<file path="src/rtl/bcd_counter_mod.sv">
// Two-digit BCD modulo-N counter with up/down counting, validated parallel load,
// wrap or saturate at the terminal value, and a carry/borrow output for cascading.
module bcd_counter_mod #(
    parameter int MODULUS = 60,
    parameter bit WRAP    = 1'b1
) (
    input  logic       clk,
    input  logic       clr_n,
    input  logic       load,
    input  logic       en,
    input  logic       up,
    input  logic [3:0] d_lo,
    input  logic [3:0] d_hi,
    output logic [3:0] q_lo,
    output logic [3:0] q_hi,
    output logic       tc,
    output logic       co,
    output logic       load_err
);

    localparam int         MAX    = MODULUS - 1;
    localparam logic [3:0] MAX_HI = 4'(MAX / 10);
    localparam logic [3:0] MAX_LO = 4'(MAX % 10);

    logic [3:0] q_lo_q, q_lo_d;
    logic [3:0] q_hi_q, q_hi_d;
    logic       load_err_q, load_err_d;
    logic       at_max, at_zero, load_ok;

    always_comb begin
        at_max  = (q_hi_q == MAX_HI) && (q_lo_q == MAX_LO);
        at_zero = (q_hi_q == 4'd0) && (q_lo_q == 4'd0);
        // Digit-wise compare avoids building a binary value of the load word.
        load_ok = (d_lo <= 4'd9) && (d_hi <= 4'd9) &&
                  ((d_hi < MAX_HI) || ((d_hi == MAX_HI) && (d_lo <= MAX_LO)));
    end

    always_comb begin
        q_lo_d     = q_lo_q;
        q_hi_d     = q_hi_q;
        load_err_d = 1'b0;
        if (load) begin
            if (load_ok) begin
                q_lo_d = d_lo;
                q_hi_d = d_hi;
            end else begin
                load_err_d = 1'b1;
            end
        end else if (en) begin
            if (up) begin
                if (at_max) begin
                    if (WRAP) begin
                        q_lo_d = 4'd0;
                        q_hi_d = 4'd0;
                    end
                end else if (q_lo_q == 4'd9) begin
                    q_lo_d = 4'd0;
                    q_hi_d = q_hi_q + 4'd1;
                end else begin
                    q_lo_d = q_lo_q + 4'd1;
                end
            end else begin
                if (at_zero) begin
                    if (WRAP) begin
                        q_lo_d = MAX_LO;
                        q_hi_d = MAX_HI;
                    end
                end else if (q_lo_q == 4'd0) begin
                    q_lo_d = 4'd9;
                    q_hi_d = q_hi_q - 4'd1;
                end else begin
                    q_lo_d = q_lo_q - 4'd1;
                end
            end
        end
    end

    always_ff @(posedge clk) begin
        if (!clr_n) begin
            q_lo_q     <= 4'd0;
            q_hi_q     <= 4'd0;
            load_err_q <= 1'b0;
        end else begin
            q_lo_q     <= q_lo_d;
            q_hi_q     <= q_hi_d;
            load_err_q <= load_err_d;
        end
    end

    // co is combinational so a cascaded stage steps in the same cycle.
    assign tc       = up ? at_max : at_zero;
    assign co       = tc & en & ~load & clr_n;
    assign q_lo     = q_lo_q;
    assign q_hi     = q_hi_q;
    assign load_err = load_err_q;

endmodule

</file>
<file path="config.mk">
export PLATFORM = sky130hd
export DESIGN_NAME = bcd_counter_mod
export DESIGN_NICKNAME = d
export VERILOG_FILES = /design/src/rtl/bcd_counter_mod.sv
export SDC_FILE = /design/constraint.sdc
export NUM_CORES = 1
export LEC_CHECK = 0
export BUFFER_PORTS_ARGS = -buffer_cell sky130_fd_sc_hd__buf_2
export CORE_AREA = 2 2 56 58
export CTS_CLUSTER_SIZE = 8
export DETAILED_ROUTE_END_ITERATION = 8
export DIE_AREA = 0 0 58 60
export PLACE_DENSITY = 0.48
export SLEW_MARGIN = 20
export SYNTH_ARGS = -nofsm -noshare
export SYNTH_HDL_FRONTEND = slang
export SYNTH_SLANG_ARGS = --single-unit
</file>
<file path="constraint.sdc">
create_clock -name clk -period 1.7 [get_ports clk]
set_clock_uncertainty 0.2 [all_clocks]
set_input_delay 0.255 -clock clk [delete_from_list [all_inputs] [get_ports clk]]
set_output_delay 0.255 -clock clk [all_outputs]
set_load 0.03 [all_outputs]
</file>
==> flow_summary_export.csv, run 1 <==
group,metric,value,unit
run_status,status,"complete, but fails checks",
place,hpwl,2200,um
cts,ctsHoldBuffers,0,
die,io_pins,24,
timing,layout_setup_ws,-0.368,ns
setup_path,path_max_fanout,3,
die,die_x,58,um
cells_and_area,num_antenna_cells,0,
synthesis,synthXorXnorAreaFrac,1.06,%
synthesis,seq_area_frac_synth,21.8,%
setup_path,worstRegToRegCells,7,
power,peakVddDrop,0.473,mV
synthesis,ys_seq_elements,9,
synthesis,synth_edf_count,0,
synthesis,synth_fa_ha_area_share,10.6,%
global_routing,globalRouteOverflowTotal,0,
place,pre_cts_ws,-0.242,ns
die,initial_utilization,28.5,%
die,rows,20,
synthesis,synthSimpleGateAreaFrac,24.2,%
detailed_routing,num_vias,1058,
cells_and_area,area_growth,76.4,%
cells_and_area,nets,181,
global_routing,antenna_found_initial,0,
power,switching_power,0.000349,W
run_status,violations,"negative setup slack",
cts,clkSinkCount,9,
power,p_comb_share,50.7,%
place,port_buffers,23,
synthesis,synth_cells,102,
synthesis,synth_top_family_by_area,"compound AO/OA/AOI/OAI gates",
die,die_y,60,um
detailed_routing,post-route-drc-count,0,
timing,finalCritPeriodShare,122,%
power,p_sw_share,39.0,%
cts,cts_tree,"built",
global_routing,grt_max_degree,11,
synthesis,synth_compound_area_share,33.3,%
timing,fin_crit,2.07,ns
global_routing,grtUsageTotal,18.4,%
synthesis,synth_warnings,0,
setup_path,start_kind,"flip-flop",
timing,worst_slew_pin_slew,0.452,ns
power,clockPowerShare,20.8,%
power,p_total,0.000895,W
cts,clk_pin_slew,0.08,ns
worst_hold_path,hp-class,"in2reg",
setup_path,cp.arrival,1.61,ns
timing,slew_violations,0,
cts,htree_levels,1,
detailed_routing,ant_nets,0,
detailed_routing,routed_wl,2890,um
detailed_routing,first_iter_violations,49,
setup_path,cp_data_required_time,1.24,ns
cells_and_area,final_util,50.3,%
timing,slew_headroom,69.7,%
detailed_routing,wl_per_cell,15.0,um
cells_and_area,layout-drive-gt1-share,58.1,%
power,p_per_area,613,nW/um2
power,seqPwrFrac,28.5,%
synthesis,syn_avg_cell_area,8.11,um2
timing,fmax,484,MHz
timing,rsz0062_at_grt,"true",
setup_path,crit_type,"reg2out",
die,coreArea,2900,um2
place,place.gp.congestion,0.783,
setup_path,end_kind,"output port",
power,internal_power,0.000545,W
cts,cts_root_buf,"clkbuf_4",
detailed_routing,avgViaCountPerCell,5.48,
place,dpl_cell_area,1250,um2
synthesis,async_flop_share,0,%
cts,clock_latency,0.27,ns
power,p_leak,0.625,nW
synthesis,syn_area,827,um2
cts,clock_path_buffers,2,
detailed_routing,dr.pass1.iters,4,
die,dieArea,3480,um2
job,cap_violations,0,
worst_hold_path,hold_depth,3,
timing,finalHoldViolations,0,
timing,setup_viol,9,
synthesis,synth.net_count,122,
global_routing,first_global_vias,1035,
cts,cts_made_buffers,3,
cells_and_area,final_area,1460,um2
synthesis,synthMuxAreaShare,1.36,%
global_routing,grt_pass1_wl,4770,um
synthesis,synthFlopType,"dfxtp_1",
synthesis,synth_cell_types,42,
## cells by family (layout without fill, tap and decap cells)
kind of cell               Yosys count  count (layout)
muxes                                1               1
and+or+nand+nor                     34              34
buffers and inverters               13              71
AOI/OAI and AO/OA                   37              37
adders and majority gates            7               7
DFF                                  9               9
xor gates and xnor gates             1               1
## power by group through the flow
stage,logic [W],clock network (W),registers (W)
final,0.000454,0.000186,0.000255
after global routing,0.000491,0.000200,0.000257
after CTS,0.000407,0.000190,0.000253
after detailed placement,0.000369,0,0.000256
after global placement,0.000370,0,0.000254
after floorplan,0.000172,0,0.000292
## state kept, by name (all words and copies together) (netlist names)
signal,cells
load_err,1
q_hi,4
q_lo,4
## layer usage
metal  vias to the layer above  part of all wire [%]  wire, um  global-route usage, %
met5                         -                     0         0                      0
met4                         0                  0.69        20                   7.64
met3                         2                   3.2        92                   2.16
met2                        21                    52      1510                   31.8
met1                       516                    44      1270                   23.2
li1                        519                     -         -                      -
## placed cells by master, fill, tap and decap left out, types with 2 or more instances in the layout
| master | n |
|---|---|
| dfxtp_4 | 4 |
| nand2_1 | 5 |
| nor2_1 | 4 |
| dfxtp_2 | 3 |
| a222oi_1 | 3 |
| nor4_1 | 2 |
| a21oi_1 | 5 |
| clkbuf_4 | 3 |
| nand3_1 | 2 |
| inv_1 | 6 |
| buf_6 | 7 |
| dfxtp_1 | 2 |
| a311oi_1 | 3 |
| nor2b_1 | 3 |
| nand4_1 | 3 |
| buf_2 | 21 |
| ha_1 | 5 |
| o21ai_0 | 4 |
| ha_4 | 2 |
| buf_4 | 31 |
## per-stage QoR
step                      std cells  hold slack [ns]  setup TNS, ns
final                           193           0.0459          -1.60
after global routing            193           0.0634          -2.61
after CTS                       190           0.0456          -1.75
after detailed placement        184            0.300          -1.36
after global placement          184            0.295         -0.976
after floorplan                 102            0.183         -0.923
## synthesized netlist by cell type, drive strengths merged (2+ instances only)
| master | instances | share of area, % |
|---|---|---|
| nor4 | 2 | 1.5 |
| clkbuf | 3 | 1.4 |
| o21ai | 5 | 3.0 |
| nand3 | 2 | 1.2 |
| dfxtp | 9 | 22 |
| nor4b | 2 | 2.1 |
| o32ai | 2 | 2.1 |
| nand4 | 3 | 2.3 |
| inv | 8 | 3.6 |
| a311oi | 4 | 4.2 |
| a222oi | 3 | 3.6 |
| ha | 7 | 11 |
| a21oi | 7 | 4.2 |
| a211oi | 2 | 1.8 |
| nor2b | 4 | 3.0 |
| buf | 2 | 2.7 |
| nand2 | 5 | 2.3 |
| nor3 | 3 | 1.8 |
| nor2 | 5 | 2.3 |
| o311ai | 2 | 2.1 |
## worst max-delay path, cell delays in order, from the launching register on
cell and delay (ns):
dfxtp_4 0.36, inv_6 0.07, ha_4 0.14, nor3b_4 0.19, nand4_1 0.19, o21ai_4 0.11, nor2b_4 0.16, buf_6 0.13
## what timing repair did
action,4_1_cts,5_1_grt
setup endpoints to repair,10,10
gates resized for setup,18,15
buffers inserted,3,4
pin swaps,14,10
## worst paths after layout
kind	endpoint	start	slack, ns
worst min-delay path	q_hi[2]$_SDFFE_PN0P_	d_hi[2]	0.05
worst min register to register	q_hi[3]$_SDFFE_PN0P_	q_hi[3]$_SDFFE_PN0P_	0.30
worst max-delay path	co	q_lo[1]$_SDFFE_PN0P_	-0.37
worst max register to register	q_hi[0]$_SDFFE_PN0P_	q_lo[1]$_SDFFE_PN0P_	-0.29
## layout make-up
cell class / instances / area [um2]
fillers: 284 / 1440
inverters: 8 / 37.5
repair buffers: 59 / 417
well taps: 33 / 41.3
flip-flops and latches: 9 / 199
multi-input cells: 80 / 738
clock buffers: 4 / 26.3
Note: power is estimated with default switching activity, not from simulation.
==> inputs of run 2 (changes only) <==
--- a/config.mk
+++ b/config.mk
@@ -11,7 +11,10 @@
 export DETAILED_ROUTE_END_ITERATION = 8
 export DIE_AREA = 0 0 58 60
 export PLACE_DENSITY = 0.48
+export SKIP_CTS_REPAIR_TIMING = 1
+export SKIP_LAST_GASP = 1
 export SLEW_MARGIN = 20
 export SYNTH_ARGS = -nofsm -noshare
 export SYNTH_HDL_FRONTEND = slang
 export SYNTH_SLANG_ARGS = --single-unit
+export TNS_END_PERCENT = 1
==> run 2 against run 1 <==
The flow still finishes with violations (negative setup slack); fmax decreased by 1.6%; utilization decreased by 6.1 points; combinational power decreased by 16%; sequential power decreased by 2%; die area unchanged; largest cell class unchanged.
==> flow_summary_export.csv, run 2 (same netlist as run 1, synthesis figures left out) <==
group,metric,value,unit
detailed_routing,dr.pass1.iters,4,
setup_path,cp.arrival,1.65,ns
die,coreArea,2900,um2
timing,slew_violations,0,
cells_and_area,final_common_cell,"buf_4",
timing,tns,-2.26,ns
job,cap_violations,0,
worst_hold_path,hp-class,"in2reg",
cells_and_area,fillerInstances,281,
global_routing,globalRouteOverflowTotal,0,
global_routing,antenna_found_initial,0,
place,placedCellCount,182,
cells_and_area,nets,176,
cells_and_area,layout-drive-gt1-share,48.4,%
cts,clkSinkCount,9,
die,die_x,58,um
timing,finalCritPeriodShare,124,%
power,seqPwrFrac,30.7,%
cts,clk_pin_slew,0.08,ns
die,dieArea,3480,um2
place,place.gp.congestion,0.819,
timing,fmax,476,MHz
die,rows,20,
setup_path,end_kind,"output port",
run_status,status,"complete, but fails checks",
die,die_y,60,um
cts,clock_path_buffers,2,
cells_and_area,stdcell_count,188,
detailed_routing,post-route-drc-count,0,
run_status,violations,"negative setup slack",
detailed_routing,ant_nets,0,
power,p_total,0.000818,W
die,io_pins,24,
setup_path,start_kind,"flip-flop",
cells_and_area,regArea,190,um2
timing,layout_setup_ws,-0.401,ns
cts,clock_latency,0.27,ns
power,switching_power,0.000320,W
global_routing,grt_max_degree,11,
power,peakVddDrop,0.500,mV
cells_and_area,multi_input_area,634,um2
timing,finalHoldViolations,0,
cells_and_area,num_antenna_cells,0,
power,p_comb_share,46.7,%
cts,cts_tree,"built",
timing,worst_slew_pin_slew,0.387,ns
timing,slew_headroom,73.8,%
detailed_routing,num_vias,1018,
cells_and_area,final_cell_mix,"buf_4 (31), buf_2 (22), a21oi_1 (7)",
setup_path,cp_data_required_time,1.24,ns
cts,cts_root_buf,"clkbuf_4",
power,internal_power,0.000499,W
global_routing,first_global_vias,972,
cts,cts_made_buffers,3,
setup_path,path_max_fanout,4,
power,p_per_area,638,nW/um2
detailed_routing,wl_per_cell,14.8,um
timing,rsz0062_at_grt,"true",
cts,htree_levels,1,
global_routing,grtUsageTotal,16.5,%
power,p_leak,0.569,nW
detailed_routing,avgViaCountPerCell,5.41,
timing,setup_viol,10,
global_routing,grt_pass1_wl,4390,um
place,hpwl,2140,um
detailed_routing,first_iter_violations,40,
die,initial_utilization,28.5,%
power,p_sw_share,39.1,%
setup_path,crit_type,"reg2out",
detailed_routing,routed_wl,2780,um
place,port_buffers,23,
power,clockPowerShare,22.6,%
timing,fin_crit,2.10,ns
cells_and_area,area_growth,55.1,%
==> run 2: critical path: stages, from the launching register on <==
cell	delay, ns
dfxtp_4	0.35
inv_4	0.08
ha_4	0.13
and3b_2	0.21
nand4_1	0.15
o21ai_4	0.17
nor2b_4	0.15
buf_6	0.13
==> run 2: power by group through the flow <==
stage / clock network [W] / logic (W) / registers [W]
2_1_floorplan: 0 / 0.000167 / 0.000289
3_3_place_gp: 0 / 0.000356 / 0.000251
3_5_place_dp: 0 / 0.000355 / 0.000252
4_1_cts: 0.000187 / 0.000360 / 0.000247
5_1_grt: 0.000202 / 0.000415 / 0.000254
6_report: 0.000185 / 0.000382 / 0.000251
==> run 2: layer usage <==
layer  GRT usage (%)  up-vias  part of all wire [%]
met1            21.5      465                    48
met3            4.98        2                   7.3
li1                -      512                     -
met5               0        -                     0
met4            5.32        0                  0.47
met2            26.1       39                    45
==> run 2: worst paths after layout <==
| path | to | cells past startpoint | start | slack [ns] |
|---|---|---|---|---|
| setup / recovery | co | 7 | q_lo[1]$_SDFFE_PN0P_ | -0.40 |
| setup reg to reg | q_hi[0]$_SDFFE_PN0P_ | 7 | q_lo[1]$_SDFFE_PN0P_ | -0.32 |
| hold / removal | q_hi[0]$_SDFFE_PN0P_ | 3 | d_hi[0] | 0.05 |
| hold reg to reg | q_hi[3]$_SDFFE_PN0P_ | 2 | q_hi[3]$_SDFFE_PN0P_ | 0.35 |
==> run 2: final cells by class <==
class / count / area share (%)
multi-input cells: 80 / 49.5
repair buffers: 54 / 27.6
flip-flops and latches: 9 / 14.8
well taps: 33 / 3.22
inverters: 8 / 2.73
clock buffers: 3 / 1.76
clock inverters: 1 / 0.390
==> run 2: through the flow <==
stage | setup slack, ns | hold WS [ns] | utilization [%] | area (um2)
after floorplan | -0.415 | 0.183 | - | 856
final | -0.401 | 0.0462 | 44.2 | 1280
after global placement | -0.285 | 0.334 | 41.2 | 1200
after CTS | -0.567 | 0.0528 | 42.2 | 1220
after global routing | -0.499 | 0.0634 | 44.2 | 1280
after detailed placement | -0.259 | 0.337 | 41.2 | 1200
==> inputs of run 3 (changes only) <==
--- a/config.mk
+++ b/config.mk
@@ -5,12 +5,13 @@
 export SDC_FILE = /design/constraint.sdc
 export NUM_CORES = 1
 export LEC_CHECK = 0
+export ABC_AREA = 1
 export BUFFER_PORTS_ARGS = -buffer_cell sky130_fd_sc_hd__buf_2
-export CORE_AREA = 2 2 56 58
+export CORE_AREA = 4 4 60 62
 export CTS_CLUSTER_SIZE = 8
 export DETAILED_ROUTE_END_ITERATION = 8
-export DIE_AREA = 0 0 58 60
-export PLACE_DENSITY = 0.48
+export DIE_AREA = 0 0 64 66
+export PLACE_DENSITY = 0.47
 export SKIP_CTS_REPAIR_TIMING = 1
 export SKIP_LAST_GASP = 1
 export SLEW_MARGIN = 20
==> run 3 against run 2 <==
The flow still finishes with violations (negative setup slack); sequential share of layout area shrank 0.23 points; sequential power grew 5%; count of clock-buffer cells in the layout grew 1; setup slack gained 0.18 ns; combinational power grew 23%; via count grew 2.7%; fmax grew 9.2%; final area grew 5.6%; synthesized area grew 6.2%; global-route usage shrank 3.0 points; worst hold slack gained 0.068 ns; largest power group unchanged.
==> flow_summary_export.csv, run 3 <==
group,metric,value,unit
synthesis,synth_common_cells,"nand2_1 (36), inv_1 (16), nand3_1 (13), nor2_1 (13)",
cts,cts_root_buf,"clkbuf_4",
synthesis,synth.most_common_cell,"nand2_1",
synthesis,synthSimpleGateAreaFrac,43.3,%
synthesis,synthFlopType,"dfxtp_1",
job,cap_violations,0,
die,initial_utilization,29.0,%
cells_and_area,final_util,44.7,%
synthesis,ys_seq_elements,9,
cts,clock_path_buffers,2,
synthesis,synth_top_area_share,20.5,%
timing,finalHoldViolations,0,
place,port_buffers,23,
timing,setup_viol,2,
detailed_routing,routed_wl,2740,um
setup_path,slowest_delay,0.35,ns
cts,clk_pin_slew,0.07,ns
detailed_routing,avgViaCountPerCell,4.47,
setup_path,path_max_fanout,3,
power,p_per_area,670,nW/um2
place,hpwl,2260,um
synthesis,async_flop_share,0,%
detailed_routing,wl_per_cell,11.7,um
cells_and_area,nets,211,
power,clockPowerShare,19.0,%
timing,fin_crit,1.92,ns
timing,slew_headroom,85.0,%
die,die_y,66,um
cells_and_area,final_common_cell,"nand2_1",
timing,fmax,520,MHz
setup_path,end_kind,"output port",
power,seqPwrFrac,29.0,%
run_status,status,"complete, but fails checks",
detailed_routing,dr.pass1.iters,4,
synthesis,seq_area_frac_synth,20.5,%
timing,layout_setup_ws,-0.224,ns
power,internal_power,0.000529,W
synthesis,synth_warnings,0,
cts,clock_latency,0.26,ns
synthesis,synth_compound_area_share,12.4,%
cts,cts_tree,"built",
synthesis,yosys.area.top_type,"dfxtp_1",
die,dieArea,4220,um2
setup_path,start_kind,"flip-flop",
cts,htree_levels,1,
synthesis,synth_fa_ha_area_share,9.97,%
timing,worst_slew_pin_slew,0.225,ns
setup_path,crit_slowest_cell,"dfxtp_4",
synthesis,synth_cell_types,25,
die,coreArea,3030,um2
worst_hold_path,hp-class,"in2reg",
die,die_x,64,um
synthesis,syn_area,878,um2
cts,clkSinkCount,9,
detailed_routing,post-route-drc-count,0,
synthesis,synth_area_leaders,"dfxtp_1 (21%), nand2_1 (15%), ha_1 (10%)",
synthesis,synthXorXnorAreaFrac,2.99,%
synthesis,synth_top_family_by_area,"simple AND/OR/NAND/NOR gates",
cells_and_area,area_growth,54.1,%
run_status,violations,"negative setup slack",
global_routing,grt_pass1_wl,4420,um
die,rows,20,
power,p_sw_share,41.7,%
die,io_pins,24,
power,p_comb_share,52.0,%
setup_path,crit_type,"reg2out",
cells_and_area,num_antenna_cells,0,
global_routing,first_global_vias,974,
setup_path,cpMostUsedCell,"nand2_2",
power,p_leak,0.686,nW
power,peakVddDrop,0.412,mV
synthesis,synth_cells,143,
synthesis,synth.net_count,163,
cts,cts_made_buffers,3,
global_routing,antenna_found_initial,0,
synthesis,synth_edf_count,0,
timing,rsz0062_at_grt,"true",
cells_and_area,fillerInstances,335,
setup_path,cp_data_required_time,1.24,ns
synthesis,synthMuxAreaShare,0,%
detailed_routing,ant_nets,0,
global_routing,globalRouteOverflowTotal,0,
power,p_total,0.000907,W
cells_and_area,final_cell_mix,"nand2_1 (34), buf_4 (22), buf_2 (21)",
place,place.gp.congestion,0.844,
power,switching_power,0.000378,W
timing,slew_violations,0,
global_routing,grtUsageTotal,13.5,%
setup_path,cp.arrival,1.47,ns
cells_and_area,layout-drive-gt1-share,45.8,%
detailed_routing,num_vias,1045,
timing,finalCritPeriodShare,113,%
detailed_routing,first_iter_violations,47,
global_routing,grt_max_degree,12,
synthesis,syn_avg_cell_area,6.14,um2
setup_path,crit_chain,"inv_4 -> ha_4 -> nand3_4 -> nor2_4 -> inv_2 -> nand2_2 -> nand2_2 -> nor3_4 -> buf_6",
[run 3: changes by cell type after synthesis, moves of 6 or more]
cell	previous run	this run
nor2_1	5	13
inv_2	0	6
nand3_1	2	13
nand2_1	5	36
inv_1	8	16
[run 3: cell families after synthesis]
group	count (synthesis)
fa+ha+maj	7
buf+inv	24
flops	9
xor+xnor	3
simple gates	79
compound gates	21
[run 3: area by class of cell]
class,instances,area (um2),area share [%]
Timing Repair Buffer,45,289,21.3
Sequential cell,9,198,14.6
Multi-Input combinational cell,110,693,51.2
Clock buffer,4,26.3,1.94
Tap cell,44,55.1,4.07
Inverter,22,92.6,6.84
[run 3: critical path, delay by kind of cell (launching register included)]
kind,cells,cell delay (ns)
flip-flops,1,0.35
buffers and inverters,3,0.26
AND/OR/NAND/NOR,5,0.44
adder cells (fa/ha/maj),1,0.14
[run 3: path summary, 6_finish.rpt]
path	from	endpoint	slack, ns	cells past startpoint
max	q_lo[1]$_SDFFE_PN0P_	co	-0.22	9
min	clr_n	load_err$_SDFF_PN0_	0.11	3
max reg2reg	q_lo[1]$_SDFFE_PN0P_	q_hi[0]$_SDFFE_PN0P_	0.03	10
min reg2reg	q_lo[2]$_SDFFE_PN0P_	q_lo[2]$_SDFFE_PN0P_	0.35	2
[run 3: per-stage QoR]
step	hold slack [ns]	setup TNS (ns)	setup WS [ns]	instance area [um2]	std cells
5_1_grt	0.140	-0.724	-0.304	1350	234
3_5_place_dp	0.348	-0.0741	-0.0542	1300	229
6_report	0.114	-0.425	-0.224	1350	234
4_1_cts	0.105	-0.672	-0.350	1320	233
2_1_floorplan	0.183	-0.0469	-0.0469	983	143
3_3_place_gp	0.326	-0.0430	-0.0270	1300	229
[run 3: routing by layer]
metal	GRT usage (%)	share of wire, %
met4	2.70	1.4
met3	4.08	4.2
met1	15.8	44
met5	0	0
met2	24.1	51
[run 3: power by group through the flow]
| stage | logic [W] | clock network, W | registers, W |
|---|---|---|---|
| CTS | 0.000468 | 0.000181 | 0.000264 |
| global route | 0.000526 | 0.000194 | 0.000267 |
| floorplan | 0.000242 | 0 | 0.000314 |
| finish | 0.000471 | 0.000172 | 0.000263 |
| detailed placement | 0.000465 | 0 | 0.000268 |
| global placement | 0.000459 | 0 | 0.000266 |
